File: src/rtl/sd_spi_pkg.sv
// Shared types and constants for the SD-card SPI initiator.
// Includes the CRC7 byte-step function used when SD_SPI_CRC7_EN is defined.
package sd_spi_pkg;

  typedef enum logic [1:0] {
    IDLE = 2'd0,
    LOW  = 2'd1,
    HIGH = 2'd2
  } sd_spi_state_e;

  localparam logic [6:0]  CRC7_POLY   = 7'h09;
  localparam logic        MOSI_IDLE   = 1'b1;
  localparam logic        SS_IDLE     = 1'b1;
  // Divider for the 100-400 kHz card-identification phase at 25 MHz.
  localparam int unsigned SD_INIT_DIV = 62;

  function automatic logic [6:0] crc7_byte(input logic [6:0] crc_in, input logic [7:0] data);
    logic [6:0] c;
    logic       fb;
    c = crc_in;
    for (int i = 7; i >= 0; i--) begin
      fb = c[6] ^ data[i];
      c  = {c[5:0], 1'b0} ^ (fb ? CRC7_POLY : 7'h00);
    end
    return c;
  endfunction

endpackage

File: src/rtl/sd_spi_crc7.sv
// Registered byte-wise CRC7 (x^7+x^3+1) accumulator; only built when
// SD_SPI_CRC7_EN is defined. A clear coinciding with en restarts from zero.
module sd_spi_crc7
  import sd_spi_pkg::*;
(
  input  logic       clk,
  input  logic       reset,
  input  logic       clr,
  input  logic       en,
  input  logic [7:0] data,
  output logic [6:0] crc
);

  logic [6:0] crc_q, crc_d;

  always_comb begin
    crc_d = crc_q;
    if (en) begin
      crc_d = crc7_byte(clr ? 7'h00 : crc_q, data);
    end else if (clr) begin
      crc_d = 7'h00;
    end else begin
      crc_d = crc_q;
    end
  end

  always_ff @(posedge clk) begin
    if (reset) begin
      crc_q <= 7'h00;
    end else begin
      crc_q <= crc_d;
    end
  end

  assign crc = crc_q;

endmodule

File: src/rtl/sd_spi_master.sv
// Byte-oriented SPI mode-0 initiator for the SD card path.
// Optional CRC7 of transmitted bytes is enabled by defining SD_SPI_CRC7_EN.
module sd_spi_master
  import sd_spi_pkg::*;
#(
  parameter int DIV_W = 8
) (
  input  logic             clk,
  input  logic             reset,
  input  logic [DIV_W-1:0] div,
  input  logic             start,
  input  logic [7:0]       tx_byte,
  input  logic             cs_req,
  output logic             busy,
  output logic             done,
  output logic [7:0]       rx_byte,
`ifdef SD_SPI_CRC7_EN
  input  logic             crc_clr,
  output logic [6:0]       crc7,
`endif
  output logic             sd_sclk_,
  output logic             sd_mosi_,
  input  logic             sd_miso_,
  output logic             sd_ss_
);

  sd_spi_state_e    state_q, state_d;
  logic [DIV_W-1:0] phase_q, phase_d;
  logic [DIV_W-1:0] div_q, div_d;
  logic [2:0]       bitcnt_q, bitcnt_d;
  logic [6:0]       tx_sh_q, tx_sh_d;   // bits still to send after the one on MOSI
  logic [7:0]       rx_sh_q, rx_sh_d;
  logic [7:0]       rx_byte_q, rx_byte_d;
  logic             sclk_q, sclk_d;
  logic             mosi_q, mosi_d;
  logic             ss_q, ss_d;
  logic             busy_q, busy_d;
  logic             done_q, done_d;
`ifdef SD_SPI_CRC7_EN
  logic [7:0]       tx_lat_q, tx_lat_d;
`endif

  always_comb begin
    state_d   = state_q;
    phase_d   = phase_q;
    div_d     = div_q;
    bitcnt_d  = bitcnt_q;
    tx_sh_d   = tx_sh_q;
    rx_sh_d   = rx_sh_q;
    rx_byte_d = rx_byte_q;
    sclk_d    = sclk_q;
    mosi_d    = mosi_q;
    ss_d      = ss_q;
    busy_d    = busy_q;
    done_d    = 1'b0;
`ifdef SD_SPI_CRC7_EN
    tx_lat_d  = tx_lat_q;
`endif
    case (state_q)
      IDLE: begin
        ss_d = ~cs_req;
        if (start) begin
          tx_sh_d  = tx_byte[6:0];
          div_d    = div;
          phase_d  = div;
          bitcnt_d = 3'd7;
          mosi_d   = tx_byte[7];
          busy_d   = 1'b1;
          state_d  = LOW;
`ifdef SD_SPI_CRC7_EN
          tx_lat_d = tx_byte;
`endif
        end else begin
          state_d = IDLE;
        end
      end
      LOW: begin
        if (phase_q == '0) begin
          sclk_d  = 1'b1;
          rx_sh_d = {rx_sh_q[6:0], sd_miso_};
          phase_d = div_q;
          state_d = HIGH;
        end else begin
          phase_d = phase_q - {{(DIV_W-1){1'b0}}, 1'b1};
        end
      end
      HIGH: begin
        if (phase_q == '0) begin
          sclk_d  = 1'b0;
          phase_d = div_q;
          if (bitcnt_q != 3'd0) begin
            mosi_d   = tx_sh_q[6];
            tx_sh_d  = {tx_sh_q[5:0], 1'b0};
            bitcnt_d = bitcnt_q - 3'd1;
            state_d  = LOW;
          end else begin
            rx_byte_d = rx_sh_q;
            done_d    = 1'b1;
            busy_d    = 1'b0;
            mosi_d    = MOSI_IDLE;
            state_d   = IDLE;
          end
        end else begin
          phase_d = phase_q - {{(DIV_W-1){1'b0}}, 1'b1};
        end
      end
      default: begin
        state_d = IDLE;
      end
    endcase
  end

  always_ff @(posedge clk) begin
    if (reset) begin
      state_q   <= IDLE;
      phase_q   <= '0;
      div_q     <= '0;
      bitcnt_q  <= 3'd0;
      tx_sh_q   <= 7'h00;
      rx_sh_q   <= 8'h00;
      rx_byte_q <= 8'h00;
      sclk_q    <= 1'b0;
      mosi_q    <= MOSI_IDLE;
      ss_q      <= SS_IDLE;
      busy_q    <= 1'b0;
      done_q    <= 1'b0;
`ifdef SD_SPI_CRC7_EN
      tx_lat_q  <= 8'h00;
`endif
    end else begin
      state_q   <= state_d;
      phase_q   <= phase_d;
      div_q     <= div_d;
      bitcnt_q  <= bitcnt_d;
      tx_sh_q   <= tx_sh_d;
      rx_sh_q   <= rx_sh_d;
      rx_byte_q <= rx_byte_d;
      sclk_q    <= sclk_d;
      mosi_q    <= mosi_d;
      ss_q      <= ss_d;
      busy_q    <= busy_d;
      done_q    <= done_d;
`ifdef SD_SPI_CRC7_EN
      tx_lat_q  <= tx_lat_d;
`endif
    end
  end

`ifdef SD_SPI_CRC7_EN
  sd_spi_crc7 u_crc7 (
    .clk   (clk),
    .reset (reset),
    .clr   (crc_clr),
    .en    (done_q),
    .data  (tx_lat_q),
    .crc   (crc7)
  );
`endif

  assign busy     = busy_q;
  assign done     = done_q;
  assign rx_byte  = rx_byte_q;
  assign sd_sclk_ = sclk_q;
  assign sd_mosi_ = mosi_q;
  assign sd_ss_   = ss_q;

endmodule

File: config.mk
export PLATFORM = sky130hd
export DESIGN_NAME = sd_spi_master
export DESIGN_NICKNAME = d
export VERILOG_FILES = /design/src/rtl/sd_spi_pkg.sv /design/src/rtl/sd_spi_crc7.sv /design/src/rtl/sd_spi_master.sv
export SDC_FILE = /design/constraint.sdc
export NUM_CORES = 1
export LEC_CHECK = 0
export BUFFER_PORTS_ARGS = -buffer_cell sky130_fd_sc_hd__buf_2
export CAP_MARGIN = 40
export CORE_UTILIZATION = 45
export CTS_BUF_LIST = sky130_fd_sc_hd__clkbuf_4 sky130_fd_sc_hd__clkbuf_8
export CTS_CLUSTER_DIAMETER = 120
export DETAILED_ROUTE_END_ITERATION = 10
export PLACE_DENSITY = 0.65
export SYNTH_ARGS = -nofsm -noshare
export SYNTH_HDL_FRONTEND = slang
export SYNTH_HIERARCHICAL = 1
export SYNTH_SLANG_ARGS = --single-unit
export TNS_END_PERCENT = 100
File: constraint.sdc
create_clock -name clk -period 2.86 [get_ports clk]
set_input_delay 0.286 -clock clk [delete_from_list [all_inputs] [get_ports clk]]
set_output_delay 0.286 -clock clk [all_outputs]
set_load 0.005 [all_outputs]
==> impl_results.md <==
* Commonest non-fill, non-tap cell in the layout: nand2_1
* Row count at 25
* Mapped Area at 0.00229 mm^2
* Reg clk slew, reported paths at approximately 90 ps
* Clock sink count at between 40 and 50
* Fmax at between 400 and 500 MHz
* Worst Slack Setup Final at between 600 and 700 ps
* Pin count of the biggest net entering global routing at 50
* Clk_lat worst skew at just over 300 ps
* DR pass1 iterations at 4
* DIE AREA at 0.00538 mm^2
* Warnings, synthesis at 6
* Met3 usage at about 5.3%
* Diode count at 0
* Synth area leader: dfxtp_1
* Tot GR Track Use at approximately a fifth
* RSZ-0062 raised after global routing: false
* Initial antenna violation count at 0
* Sequential group share of total power at a little under half
* DR vias/cell at just over 5
* Dpl hpwl at between 3 and 4 mm
* Fin crit period at 2250 ps
* Setup TNS at 0 ps
* Gate Count Post-Synth at ~280
* Final ANT Viol Nets at 0
* Slew Viols, Final at 0
* Met1 Use GR at about a quarter
* CP Launch Type: flip-flop
* Post-CTS Hold Fix Bufs at 0
* Clock power frac at approximately a third
* Placeable Area at approximately 0.0048 mm^2
* Gp weighted congestion at between 0.7 and 0.8
* CTS Buffer Depth at 2
* Starting Density at roughly 48%
* Most frequent cells in the layout: nand2_1 (61), dfxtp_1 (49), buf_2 (33)
* CTS H-tree lvls at 2
* Die Span Y at about 73 um
* Switching Power at between 0.4 and 0.5 mW
* Worst-path fanout max at 11
* Vias in the first global route at about 1900
* Actual slew at the worst max-slew pin at about 870 ps
* Relative slew slack at between 40% and 50%
* Io pins at 34
* Crit path DAT at about 2400 ps
* Filler cells at approximately 480
* Pint at ~1.1 mW
* First-pass GRT wire length at 8.27 mm
* EDFF count, synth at 0
* Setup WS pre-CTS at roughly 610 ps
* MaxCap Viol Count at 0
* CTS tree: done
* CP Capture Type: flip-flop
* DRT iter0 DRCs at 73
* Final setup viols at 0
* # resized after CTS at 0
* CTS Root Cell: clkbuf_8
* DIE WIDTH at 73.4 um
* Leakage power at between 1 and 1.5 nW
* Top Usage Layer GRT: met2
* Outcome: completed
* Critical path required time at between 3000 and 4000 ps
* Nets at ~340
* Vias at 1939
* Peak supply drop at approximately 0.0003 V
* GRT overflow at 0
* Netlist cell types at 40
* Clock skew at approximately 10 ps
* Synth area leaders: dfxtp_1 (43%), nand2_1 (10%), a21oi_1 (6.3%), nor2_1 (4.6%), ha_1 (4.4%)
* Grt met2 use at about a third
* Mean Syn Cell Area at between 8 and 9 um^2
* Min-Delay Path Class: in -> reg
* Drt total wl at ~4.8 mm
* Inserted Clock Buffers at 5
* Logic pwr share at 20.3%
* Switching Fraction at between 20% and 30%
* Post-CTS Setup Inserts at 0
* PortBufs at 33
* Sequential area share after synthesis at ~43%
* Final hold vios at 0
* Routed WL per cell at 12.6 um
* Ys flop type: dfxtp_1
* Layout area overhead at 12.9%
* Layout cells sized above 1 at between 10% and 20%
* Period utilization at about four fifths
* Area share of the largest cell type after synthesis at between 40% and 50%
* Critical setup path kind: reg -> reg
* Synthesized flop and latch total at 49
* PwrDens at roughly 620 mW/mm^2
* Synth Net Count at 313
* DRC at 0
* FFs w/ async S/R, synth at 0%
-- metrics by stage --
| step | total power, mW | area, um^2 | util [%] | hold slack [ps] | instances |
|---|---|---|---|---|---|
| floorplan | 1.05 | 2290 | - | 422 | 284 |
| global placement | 1.11 | 2470 | 51.3 | 437 | 370 |
| detailed placement | 1.12 | 2470 | 51.3 | 440 | 370 |
| CTS | 1.63 | 2590 | 53.7 | 205 | 378 |
| global route | 1.71 | 2590 | 53.7 | 200 | 378 |
| finish | 1.61 | 2590 | 53.7 | 210 | 378 |
-- registers in the layout (all words and copies together), names as in the netlist --
| signal | count |
|---|---|
| sd_sclk_ | 1 |
| div_q | 8 |
| sd_ss_ | 1 |
| done | 1 |
| busy | 1 |
| bitcnt_q | 3 |
| state_q | 2 |
| sd_mosi_ | 1 |
| phase_q | 8 |
| tx_sh_q | 7 |
| rx_sh_q | 8 |
| rx_byte | 8 |
-- metal layers --
layer | wire, um | up-vias
met4 | 83 | 0
li1 | - | 1028
met3 | 157 | 8
met5 | 0 | -
met2 | 2220 | 29
met1 | 2310 | 874
-- worst max-delay path: stages (launching register included) --
cell and delay [ps]:
dfxtp_1 350, inv_1 90, ha_1 190, or3b_2 500, nor2_2 350, buf_4 220, nand2_1 190, nand2_1 130
a21oi_1 60
-- final timing paths --
check	startpoint	endpoint	slack, ps	cells past startpoint
worst max-delay path	phase_q[0]	rx_sh_q[4]	610	8
worst min-delay path	div[2]	div_q[2]	210	3
worst max register to register	phase_q[0]	rx_sh_q[4]	610	8
worst min register to register	rx_byte[3]	rx_byte[3]	450	2
-- power groups by stage --
stage | clock network [mW] | registers (mW) | logic, mW
2_1_floorplan | 0 | 0.777 | 0.271
6_report | 0.516 | 0.769 | 0.328
3_5_place_dp | 0 | 0.785 | 0.330
3_3_place_gp | 0 | 0.784 | 0.327
4_1_cts | 0.529 | 0.770 | 0.331
5_1_grt | 0.554 | 0.778 | 0.377
-- area by class of cell --
type,count,area [um^2],area share (%)
repair buffers,36,188,7.26
multi-input cells,210,1190,46.0
flip-flops and latches,49,981,37.9
inverters,8,30.0,1.16
well taps,67,83.8,3.24
clock buffers,6,76.3,2.95
clock inverters,2,38.8,1.50
-- kinds of logic after synthesis --
logic type / synth area share, %
multiplexers: 3.50
AO/OA/AOI/OAI: 19.7
AND/OR/NAND/NOR: 22.8
flip-flops: 42.8
XOR/XNOR: 1.53
adder cells (fa/ha/maj): 4.37
buffers and inverters: 5.30
-- synthesized netlist by cell type, types with 2 or more instances --
library cell and n:
ha_1 8, nor2_1 28, dfxtp_1 49, a21oi_1 29, inv_1 8, a311oi_1 7
or4_1 2, nand2_1 61, nor3_1 2, clkbuf_1 8, buf_1 2, o21ai_0 7
buf_2 4, o211ai_1 7, nor2b_1 2, nand2b_1 4, or2_2 2, mux2i_1 8
buf_6 3, a211oi_1 10, nand3_1 11, xnor2_1 4
Note: power is estimated with default switching activity, not from simulation.
